### config.mk
export PLATFORM = sky130hd
export DESIGN_NAME = updown_counter_param
export DESIGN_NICKNAME = d
export VERILOG_FILES = /design/src/rtl/updown_counter_param.sv
export SDC_FILE = /design/constraint.sdc
export NUM_CORES = 1
export LEC_CHECK = 0
export CORE_MARGIN = 2
export CORE_UTILIZATION = 30
export CTS_BUF_LIST = sky130_fd_sc_hd__clkbuf_8
export DETAILED_ROUTE_END_ITERATION = 10
export HOLD_SLACK_MARGIN = 0.05
export SLEW_MARGIN = 10
export SYNTH_ARGS = -nofsm -noshare
export SYNTH_HDL_FRONTEND = slang
export SYNTH_SLANG_ARGS = --single-unit
### constraint.sdc
create_clock -name clk -period 2.7 [get_ports clk]
set_input_delay 0.27 -clock clk [delete_from_list [all_inputs] [get_ports clk]]
set_output_delay 0.27 -clock clk [all_outputs]
set_load 0.005 [all_outputs]
### src/rtl/updown_counter_param.sv
// Parametrised up/down counter with programmable range, step and wrap/saturate.
// Reports a terminal-count pulse, a sticky overflow flag and a config error.
module updown_counter_param #(
  parameter int              WIDTH     = 4,
  parameter logic [WIDTH-1:0] RESET_VAL = '0
) (
  input  logic             clk,
  input  logic             rst_n,
  input  logic             en,
  input  logic             load,
  input  logic             dir,
  input  logic [WIDTH-1:0] data,
  input  logic [WIDTH-1:0] lo,
  input  logic [WIDTH-1:0] hi,
  input  logic [WIDTH-1:0] step,
  input  logic             sat,
  input  logic             clr_ovf,
  output logic [WIDTH-1:0] out,
  output logic             tc,
  output logic             ovf,
  output logic             cfg_err
);

  logic [WIDTH-1:0] out_q, out_d;
  logic             tc_q, tc_d;
  logic             ovf_q, ovf_d;
  logic [WIDTH:0]   up_sum;
  logic [WIDTH:0]   dn_min;
  logic             up_evt;
  logic             dn_evt;
  logic             cnt_ok;
  logic             evt;

  assign cfg_err = lo > hi;

  // Bounds are checked one bit wider so a sum past 2^WIDTH is never lost.
  assign up_sum = {1'b0, out_q} + {1'b0, step};
  assign dn_min = {1'b0, lo} + {1'b0, step};
  assign up_evt = up_sum > {1'b0, hi};
  assign dn_evt = {1'b0, out_q} < dn_min;

  assign cnt_ok = en & ~load & ~cfg_err & (step != '0);

  always_comb begin
    out_d = out_q;
    evt   = 1'b0;
    if (en && load) begin
      out_d = data;
    end else if (cnt_ok) begin
      if (dir) begin
        if (up_evt) begin
          evt   = 1'b1;
          out_d = sat ? hi : lo;
        end else begin
          out_d = up_sum[WIDTH-1:0];
        end
      end else begin
        if (dn_evt) begin
          evt   = 1'b1;
          out_d = sat ? lo : hi;
        end else begin
          out_d = out_q - step;
        end
      end
    end
    tc_d  = evt;
    ovf_d = ovf_q;
    if (clr_ovf) ovf_d = 1'b0;
    if (evt)     ovf_d = 1'b1;
  end

  always_ff @(posedge clk or negedge rst_n) begin
    if (!rst_n) begin
      out_q <= RESET_VAL;
      tc_q  <= 1'b0;
      ovf_q <= 1'b0;
    end else begin
      out_q <= out_d;
      tc_q  <= tc_d;
      ovf_q <= ovf_d;
    end
  end

  assign out = out_q;
  assign tc  = tc_q;
  assign ovf = ovf_q;

endmodule

# Word level (Yosys, flattened, before mapping)
# Index checks and enable logic that the tools add are counted.
dict set report totals {
  ff_bits 6
  input_bits 23
  out_inout_bits 7
}
dict set report op_classes {
  add_sub_neg 3
  order_cmp 3
  n_mux 14
  bitwise 5
  reduce_logical 4
}
# op n
set ops {}
lappend ops {{$mux 4} 7}
lappend ops {{$add 4x4->5} 2}
lappend ops {{$mux 1} 7}
lappend ops {{$gt 5x4->1} 1}
lappend ops {{$lt 4x5->1} 1}
lappend ops {{$gt 4x4->1} 1}
lappend ops {{$reduce_bool 2->1} 2}
lappend ops {{$reduce_bool 4->1} 1}
lappend ops {{$sub 4x4->4} 1}
lappend ops {{$and 1x1->1} 3}
lappend ops {{$not 1->1} 2}
lappend ops {{$logic_and 1x1->1} 1}

# Depth between registers and ports, before layout
# Gate-level depths: netlist (run 1).
dict set report logic_depth {
  ltp_word 7
  ltp_mapped 13
  depth_no_buf 13
}

# Least setup slack after synthesis (run 1)
# No wires, ideal clock.
dict set report synth_timing {
  path_kind {input to register}
  from {in lo[0]}
  to {reg out_q[1] (netlist: out[1])}
  t_arrival_ns 2.649
  slack_ns -0.029
  cell_stages 9
  cell_sequence {ha_1 fa_1 xnor2_1 ha_1 a211o_1 o221ai_4 mux2_1 or3_1 o211ai_2}
}
dict set report synth_via {
  elab_chain_len 6
}
# item line_no
set synth_rtl {}
lappend synth_rtl {{from (decl)} 13} ;# input logic [WIDTH-1:0] lo,
lappend synth_rtl {{$add 4x4->5} 38} ;# assign dn_min = {1'b0, lo} + {1'b0, step};
lappend synth_rtl {{$lt 4x5->1} 40} ;# assign dn_evt = {1'b0, out_q} < dn_min;
lappend synth_rtl {{$mux 4} 58} ;# if (dn_evt) begin
lappend synth_rtl {{$mux 4} 50} ;# if (dir) begin
lappend synth_rtl {{$mux 4} 49} ;# end else if (cnt_ok) begin
lappend synth_rtl {{$mux 4} 47} ;# if (en && load) begin
lappend synth_rtl {{to (signal assigned)} 78} ;# out_q <= out_d;
lappend synth_rtl {{to (decl)} 24} ;# logic [WIDTH-1:0] out_q, out_d;
# Several ways; a longest one is shown, not always the timed one. The select of a mux whose other input is x is not followed.
# A chain may end at the register's enable or synchronous reset.

# Worst setup path after layout (run 1)
dict set report layout_timing {
  from {in lo[0]}
  to {reg out_q[0] (netlist: out[0])}
}
# The elaborated chain is that of the path after synthesis.

==> impl_results.md, run 1 <==
- Routed wire length: 3420 um
- Wirelength per Cell: about 15 um
- Endpoints failing hold: 0
- Worst hold slack: a little under 0.3 ns
- CP peak stage delay: 0.38 ns
- GRT overflow: 0
- 1st-pass router iterations: 5
- Post-route minimum period: 2.63 ns
- Via density: 4.90
- Clk Latency, worst-skew pair: between 0.2 and 0.25 ns
- Number of flops mapped to enable cells by yosys: 0
- Peak Freq: 381 MHz
- CTS Sinks: 6
- TritonCTS clock tree: built
- Top_reg_cell synth: dfrtp_1
- First-pass GRT wire length: 5480 um
- Worst EP required: 2.83 ns
- Vias in the first global route: 1,130
- Final worst path period share: 0.973
- Crit path max-delay cell type: or3_1
- Final antenna-violating net count: 0
- Register area share after synthesis: 0.126
- Final setup margin: around 0.072 ns
- Initial antenna violation count: 0
- Avg Inst Size Synth: 9.13 um^2
- CP delay by family, top: adder cells
- Unrepaired setup endpoints after global routing: yes
- Initial drt markers: 41
- Synth unique cells: between 40 and 50
- Placed cell areas: 1710 um^2
- Status: completed
- Final instance area: 1850 um^2
- Clock Skew: 0.00145 ns
- Final setup viols: 0
- Pin count of the biggest net entering global routing: 12
- GRT Util Overall: 0.163
- Die Y: ~67 um
- Worst min-delay path category: input pin to asynchronous set/reset pin
- DPL Wire Length: 2870 um
- Synthesis-to-finish area growth: 56.0%
- Worst path arrival time: 2.76 ns
- VDD IR max: around 0.00037 V
- Core ar.: 3740 um^2
- Setup crit end kind: flip-flop
- Fin nets: between 200 and 250
- Post-placement cell count: 230
- Worst Path Buf+Inv: 1
- Max-cap violations: 0
- H-tree lvl count: 1
- YS warnings: 0
- Most instantiated cells after synthesis: ha_1, inv_1, a21oi_1
- Vias: roughly 1,200
- Clk slew on worst S/H paths: 0.04 ns
- Final GP Congestion: 0.823
- Share of layout cells above drive strength 1: 0.348
- Pre-CTS WS: -0.512 ns
- Max_slew headroom: 0.715
- Slew @ Worst Pin: 0.426 ns
- Top-count cell post-synth: ha_1
- Ranking of synthesized cells by area: ha_1, dfrtp_1, mux2i_1
- Post-Synthesis Cells: 130
- Final setup TNS: 0 ns
- Post-synth top area share: 0.232
- Max Buffers Root-to-Sink: 2
- Kind of critical path: input pin to flip-flop
- Leading area contributor after synthesis: ha_1
- Synth async-reset ratio: 1.00
- Mapped cell area: between 1000 and 1500 um^2
- Maximum fanout along the worst path: 3
- Die Wd: 66.9 um
- PD cells: between 500 and 600 nW/um^2
- Lkg Pwr: 0.863 nW
- # diodes: 0
- Synthesis-stage register bit count: 6
- Worst setup SP type: input pin
- Starting Density: 0.317
- CP Cell Sequence: clkdlybuf4s15_2, ha_4, fa_2, xnor2_1, ha_1, a211o_1, o221ai_4, mux2_4, or3_1, o211ai_2
- CTS buffer count: 3
- Root Buffer: clkbuf_8
- DRC Markers: 0
- Die ar.: between 4000 and 5000 um^2
- Hold-fix buffers at CTS: 0
- Slew Limit Fails: 0
- # IOs: 30
- Post-synth net total: 178
- Row count: 22
- Post-route insts no fill: 235
- Port Buffers: 29
-- through the flow --
step,power (mW),util
finish,1.02,0.495
global route,1.11,0.495
CTS,0.975,0.481
detailed placement,0.810,0.457
global placement,0.797,0.457
floorplan,0.516,-
-- where the power goes --
part           switching, mW  total [mW]  internal (mW)
sequential            0.0201       0.130          0.110
combinational          0.346       0.765          0.420
clock                 0.0334       0.129         0.0953
-- path summary, 6_finish.rpt --
| path | startpoint | to | slack [ns] | cells after the start |
|---|---|---|---|---|
| max in group asynchronous | rst_n | out[1] | 2.18 | 1 |
| setup reg to reg | out[1] | out[2] | 0.13 | 12 |
| hold reg to reg | ovf | ovf | 0.54 | 2 |
| min in group clk | ovf | ovf | 0.54 | 2 |
| setup / recovery | lo[0] | out[0] | 0.07 | 10 |
| hold / removal | rst_n | out[3] | 0.30 | 1 |
-- flip-flops by register name, indices dropped and copies added, names as in the netlist --
register,cells
out,4
tc,1
ovf,1
-- area by class of cell --
class                      instances  area (um^2)
tap                               48         60.1
inverter                          15         58.8
multi-input combinational        106         1040
sequential                         6          151
fill                             380         1890
clock buffer                       3         41.3
timing repair buffer              57          495
-- logic make-up (layout without fill, tap and decap cells) --
family | Yosys count | count (layout) | synth area share
AND/OR/NAND/NOR | 27 | 27 | 0.125
XOR/XNOR | 6 | 6 | 0.0443
adder cells (fa/ha/maj) | 25 | 25 | 0.282
flip-flops | 6 | 6 | 0.126
buffers and inverters | 18 | 75 | 0.0695
AO/OA/AOI/OAI | 35 | 35 | 0.238
multiplexers | 13 | 13 | 0.114
-- placed cells by master, fill, tap and decap left out, types with 3 or more instances in the layout --
| cell type | synthesis | layout |
|---|---|---|
| dfrtp_1 | 6 | 5 |
| xor2_1 | 3 | 3 |
| xnor2_1 | 3 | 3 |
| nor2_1 | 6 | 6 |
| ha_4 | 0 | 4 |
| mux2i_1 | 9 | 9 |
| clkbuf_8 | 0 | 3 |
| clkdlybuf4s50_1 | 0 | 23 |
| ha_1 | 22 | 16 |
| nand2_1 | 5 | 4 |
| buf_4 | 1 | 25 |
| inv_1 | 13 | 12 |
| a21oi_1 | 12 | 10 |
| o211ai_2 | 3 | 3 |
| buf_6 | 1 | 3 |
-- worst reg2reg max path, cell delays in order, from the launching register on --
cell and delay (ns):
dfrtp_2 0.45, ha_4 0.29, inv_2 0.03, a21oi_2 0.11, o21bai_1 0.10, xor2_1 0.17
ha_1 0.31, and2_4 0.15, o21ai_2 0.05, a32o_2 0.24, buf_4 0.14, a222oi_1 0.28
a21oi_1 0.12
-- layer usage --
layer | wire (um) | vias up | track usage | part of all wire
met5 | 0 | - | 0 | 0
met1 | 1630 | 536 | 0.223 | 0.48
met3 | 106 | 2 | 0.00676 | 0.031
li1 | - | 587 | - | -
met4 | 12 | 0 | 0.0306 | 0.0035
met2 | 1660 | 26 | 0.284 | 0.49
-- timing repair --
action / 4_1_cts / 5_1_grt
setup buffers: 1 / 1
pin swaps: 8 / 17
resized for setup: 20 / 17
endpoints found under the hold margin: 0 / 0
endpoints found under the setup margin: 6 / 5
(Power assumes the default switching activity.)
==> inputs of run 2 (changes only) <==
CTS_CLUSTER_DIAMETER = 30   (was default)
==> results of run 2 <==
Same layout as run 1: the final DEF is identical, and so are final timing and power.
==> inputs of run 3 (changes only) <==
CORE_UTILIZATION = 51   (was 30)
PLACE_DENSITY = 0.83   (was default)
==> run 3 against run 2 <==
Final cell count is 8.1% lower. Critical path depth did not move. Sequential share of layout area increased by 0.089 points. Combinational power is 0.8% higher. Non-clock buffer count grew 1. Clock skew up 0.0016 ns. Design area down 1.1%. Global-route usage increased by 12 points. Register-to-register slack got worse by 0.06 ns. Total power is 1.4% higher. Highest routed layer unchanged.
==> impl_results.md, run 3 (same netlist as run 1, synthesis figures left out) <==
- Status: completed
- Synthesis-to-finish area growth: 54.3%
- Worst setup SP type: input pin
- Via density: 5.70 (+16%)
- Final setup viols: 0 (unchanged)
- Crit path max-delay cell type: fa_2
- Clk Latency, worst-skew pair: 0.22 ns (about the same)
- Vias in the first global route: 1,310 (+16%)
- Footprint of the multi-input gates: 1040 um^2 (-0.24%)
- Starting Density: 0.537 (+0.220)
- Die Wd: 52.3 um (-22%)
- # IOs: 30 (unchanged)
- TritonCTS clock tree: built
- Max-cap violations: 0 (unchanged)
- DPL Wire Length: 2950 um (+2.9%)
- Slew @ Worst Pin: 0.462 ns (+0.0353 ns)
- Fillers: 141 (-63%)
- Worst Path Buf+Inv: 1 (unchanged)
- Worst min-delay path category: input pin to asynchronous set/reset pin
- Pin count of the biggest net entering global routing: 12 (unchanged)
- Max_slew headroom: 0.691 (-0.0236)
- Initial antenna violation count: 0 (unchanged)
- Post-route insts no fill: 216 (-8.1%)
- Final antenna-violating net count: 0 (unchanged)
- Post-route minimum period: 2.66 ns (+0.0334 ns)
- Hold-fix buffers at CTS: 0 (unchanged)
- Clk slew on worst S/H paths: 0.04 ns (about the same)
- Final setup TNS: 0 ns (unchanged)
- Lkg Pwr: 0.872 nW (+1.1%)
- VDD IR max: 0.000428 V (+16%)
- GRT overflow: 0 (unchanged)
- Wirelength per Cell: 17.0 um (+17%)
- Die Y: 52.3 um (-22%)
- Port Buffers: 29 (unchanged)
- Commonest non-fill, non-tap cell in the layout: buf_4
- CP peak stage delay: 0.36 ns (-0.02 ns)
- Vias: 1,231 (+7.0%)
- Initial drt markers: 27 (-34%)
- Share of layout cells above drive strength 1: 0.340 (-0.00717)
- Most frequent cells in the layout: buf_4, clkdlybuf4s50_1, ha_1
- Post-placement cell count: 210 (-8.7%)
- # diodes: 0 (unchanged)
- Die ar.: 2730 um^2 (-39%)
- Routed wire length: 3670 um (+7.5%)
- Root Buffer: clkbuf_8
- CTS Sinks: 6 (unchanged)
- Endpoints failing hold: 0 (unchanged)
- Row count: 17 (-23%)
- CP Cell Sequence: clkdlybuf4s15_2, ha_4, fa_2, xnor2_2, ha_1, a211o_1, o221ai_4, mux2_4, or3_4, o211ai_2
- Kind of critical path: input pin to flip-flop
- 1st-pass router iterations: 4 (-1)
- PD cells: 566 nW/um^2 (+2.5%)
- Max Buffers Root-to-Sink: 2 (unchanged)
- Clock Skew: 0.00303 ns (+0.00157 ns)
- DRC Markers: 0 (unchanged)
- Final GP Congestion: 0.901 (+9.6%)
- Unrepaired setup endpoints after global routing: yes
- Maximum fanout along the worst path: 3 (unchanged)
- Worst EP required: 2.83 ns (about the same)
- Max reg flops: 4 (unchanged)
- Slew Limit Fails: 0 (unchanged)
- Core ar.: 2210 um^2 (-41%)
- CTS buffer count: 3 (unchanged)
- H-tree lvl count: 1 (unchanged)
- Peak Freq: 376 MHz (-1.3%)
- First-pass GRT wire length: 5740 um (+4.8%)
- Fin nets: 238 (+0.42%)
- Final worst path period share: 0.986 (+0.0124)
- Seq. cell area: 151 um^2 (unchanged)
- Worst path arrival time: 2.79 ns (+0.03 ns)
- GRT Util Overall: 0.284 (+0.121)
- Setup crit end kind: flip-flop
- CP delay by family, top: adder cells
## run 3: layer usage
| metal | vias to the layer above | routed length, um | global-route usage |
|---|---|---|---|
| li1 | 590 | - | - |
| met1 | 587 | 1600 | 0.362 |
| met2 | 48 | 1790 | 0.511 |
| met3 | 6 | 221 | 0.0200 |
| met4 | 0 | 64 | 0.0812 |
| met5 | - | 0 | 0 |
## run 3: metrics by stage
step	hold slack, ns	util	total power [mW]	setup WS (ns)	area [um^2]
after floorplan	-0.0256	-	0.516	0.0666	1190
after global routing	0.320	0.828	1.10	-0.0710	1830
after detailed placement	0.532	0.762	0.810	-0.502	1690
after CTS	0.300	0.809	0.989	0.00367	1790
final	0.298	0.828	1.04	0.0390	1830
after global placement	0.523	0.762	0.779	-0.434	1690
## run 3: layout make-up
type / instances / area share
Tap cell: 28 / 0.0191
Clock buffer: 3 / 0.0225
Inverter: 15 / 0.0321
Timing Repair Buffer: 58 / 0.275
Sequential cell: 6 / 0.0827
Multi-Input combinational cell: 106 / 0.569
## run 3: where the power goes
group	switching (mW)	internal (mW)	total [mW]
Clock	0.0376	0.0957	0.133
Combinational	0.363	0.408	0.771
Sequential	0.0232	0.110	0.133
Total	0.424	0.613	1.04
## run 3: what timing repair did
item	in CTS	in global routing
pin swaps	12	13
endpoints found under the setup margin	6	6
buffers inserted	1	2
gates cloned	0	0
resized for setup	24	9
## run 3: path summary, 6_finish.rpt
| path | endpoint | cells past startpoint | from | slack (ns) |
|---|---|---|---|---|
| max in group asynchronous | out[1] | 1 | rst_n | 2.16 |
| worst max register to register | out[2] | 11 | out[0] | 0.07 |
| worst min register to register | ovf | 2 | ovf | 0.54 |
| worst min-delay path | tc | 1 | rst_n | 0.30 |
| min in group clk | ovf | 2 | ovf | 0.54 |
| worst max-delay path | out[0] | 10 | lo[0] | 0.04 |
==> patch, RTL diff (config.mk and constraints of run 3) <==
Add an input register stage for `sat`, with the module's reset; this delays it by one clock. The other inputs are not delayed to match.
--- a/src/rtl/updown_counter_param.sv
+++ b/src/rtl/updown_counter_param.sv
@@ -20,6 +20,16 @@
   output logic             ovf,
   output logic             cfg_err
 );
+
+  logic sat_q;
+
+  always_ff @(posedge clk or negedge rst_n) begin
+    if (!rst_n) begin
+      sat_q <= '0;
+    end else begin
+      sat_q <= sat;
+    end
+  end
 
   logic [WIDTH-1:0] out_q, out_d;
   logic             tc_q, tc_d;
@@ -50,14 +60,14 @@
       if (dir) begin
         if (up_evt) begin
           evt   = 1'b1;
-          out_d = sat ? hi : lo;
+          out_d = sat_q ? hi : lo;
         end else begin
           out_d = up_sum[WIDTH-1:0];
         end
       end else begin
         if (dn_evt) begin
           evt   = 1'b1;
-          out_d = sat ? lo : hi;
+          out_d = sat_q ? lo : hi;
         end else begin
           out_d = out_q - step;
         end
Behaviour: not the same (Yosys sat finds a counterexample within 4 cycles, from zero or initial values and one cycle with rst_n low).
==> patch against run 3 <==
  * Total power is 3.2% higher
  * Wire length rose by 8.7%
  * Sequential cell count increased by 1
  * Setup slack better by 0.0061 ns
  * Count of clock-buffer cells in the layout stayed put
  * Global-route usage up 1.3 points
  * Synthesized cell count increased by 0.77%
  * Final area up 0.14%
  * Critical path depth rose by 1
  * Area after synthesis increased by 0.53%
  * Largest cell class unchanged
==> patch: results (changes against run 3) <==
status: finished, final reports clean (unchanged)
DRC violation total after the first TritonRoute iteration: 91 (was 27)
Crit path arrival time: 2.74 ns (was 2.79 ns)
hold slack: 0.306 ns (was 0.298 ns)
sequential cell area fraction in the yosys report: 14.7% (was 12.6%)
antenna violations before repair: 0 (unchanged)
count of pins over their slew limit: 0 (unchanged)
weighted congestion reported at the end of routability-driven placement: 0.955 (was 0.901)
Worst Tran Pin Value: 0.449 ns (was 0.462 ns)
Area after DPL: 1690 sq um (about the same)
pin count of the biggest net entering global routing: 12 (unchanged)
startpoint of the worst-slack reg-to-reg timing path: out[1]$_DFFE_PN0P_ (was out[0]$_DFFE_PN0P_)
Detail Placement HPWL: 2.82 mm (was 2.95 mm)
post-synthesis async set-or-reset flop share: 100% (unchanged)
setup slack of the worst register-to-register path: 0.05 ns (was 0.07 ns)
global-route wire length before repair: 5.96 mm (was 5.74 mm)
portion of the clock cycle consumed by the worst path in the final layout: 98.3% (was 98.6%)
max FFs per register: 4 (unchanged)
most used flip-flop cell after synthesis: dfrtp_1 (unchanged)
proportion of layout cells with a drive suffix above 1: 34.0% (unchanged)
Critical path destination: out[2]$_DFFE_PN0P_ (was out[0]$_DFFE_PN0P_)
clock skew after layout: 0.00421 ns (was 0.00303 ns)
number of nets in the layout: 237 (was 238)
Worst setup SP type: flop (was input port)
detailed-route wire length per cell: 18.5 um (was 17.0 um)
path depth of the worst reg2reg path: 11 (unchanged)
list of most frequent post-synthesis cells: 22 x ha_1, 14 x inv_1, 12 x a21oi_1, 9 x mux2i_1 (was 22 x ha_1, 13 x inv_1, 12 x a21oi_1, 9 x mux2i_1)
peak supply drop: 0.000485 V (was 0.000428 V)
worst hold path class: in -> async (unchanged)
detailed-route via count: 1286 (was 1231)
placed cell count: 210 (unchanged)
leakage power summed over all cells: 0.885 nW (was 0.872 nW)
# fillers: 131 (was 141)
Crit Path Max Fanout: 3 (unchanged)
number of nets in the synthesized netlist: 179 (was 178)
Port-buffer cells: 29 (unchanged)
Post-Syn Instances: 131 (was 130)
most area-consuming cells after synthesis: ha_1 23%, dfrtp_1 15%, mux2i_1 7.5%, a21oi_1 5.0%, fa_1 5.0% (was ha_1 23%, dfrtp_1 13%, mux2i_1 7.6%, a21oi_1 5.1%, fa_1 5.1%)
fmax: 0.377 GHz (was 0.376 GHz)
CTS max path bufs: 2 (unchanged)
drt pass-1 iters: 6 (was 4)
Clk pin slew, worst setup/hold paths: 0.04 ns (about the same)
initial standard-cell utilization of the core: 54.0% (was 53.7%)
pre-CTS worst setup slack: -0.582 ns (was -0.502 ns)
post-route non-filler standard cell count: 216 (unchanged)
Global Route Usage Sum: 29.7% (was 28.4%)
[patch: worst max-delay path, cell delays in order (launching register included)]
cell,delay [ns]
dfrtp_2,0.44
buf_4,0.16
ha_1,0.18
a21oi_2,0.10
o21bai_1,0.08
xor2_1,0.22
ha_1,0.30
and2_1,0.18
a32o_2,0.28
buf_4,0.14
a222oi_1,0.30
a21oi_1,0.13
[patch: repair_timing]
item / CTS / global route
gates resized for setup: 22 / 17
pin swaps: 12 / 14
endpoints found under the setup margin: 6 / 6
hold buffers: 0 / 0
buffers inserted: 1 / 1
endpoints found under the hold margin: 0 / 0
[patch: routing by layer]
layer / GRT usage, % / up-vias / wire (um)
met5: 0 / - / 0
met4: 12.8 / 0 / 155
met3: 3.14 / 22 / 263
met2: 51.5 / 85 / 1930
met1: 36.8 / 589 / 1640
li1: - / 590 / -
[patch: logic make-up (layout without fill, tap and decap cells)]
group	count (synthesis)	in the layout	synth area share, %
adder cells (fa/ha/maj)	25	25	28.1
XOR/XNOR	6	6	4.40
AND/OR/NAND/NOR	27	27	12.3
flip-flops	7	7	14.7
buffers and inverters	18	75	6.18
multiplexers	13	13	11.3
AO/OA/AOI/OAI	35	35	23.1
[patch: area by class of cell]
class | count | area [sq um] | share of cell area (%)
Multi-Input combinational cell | 106 | 1050 | 57.1
Timing Repair Buffer | 56 | 474 | 25.9
Sequential cell | 7 | 176 | 9.62
Inverter | 15 | 56.3 | 3.07
Clock buffer | 3 | 41.3 | 2.25
Tap cell | 28 | 35.0 | 1.91
Clock inverter | 1 | 3.75 | 0.205
[patch: power by group]
part	internal (mW)	leakage, nW	switching [mW]	total, mW
Clock	0.0981	0.0269	0.0441	0.142
Combinational	0.409	0.773	0.366	0.775
Sequential	0.125	0.0845	0.0285	0.154
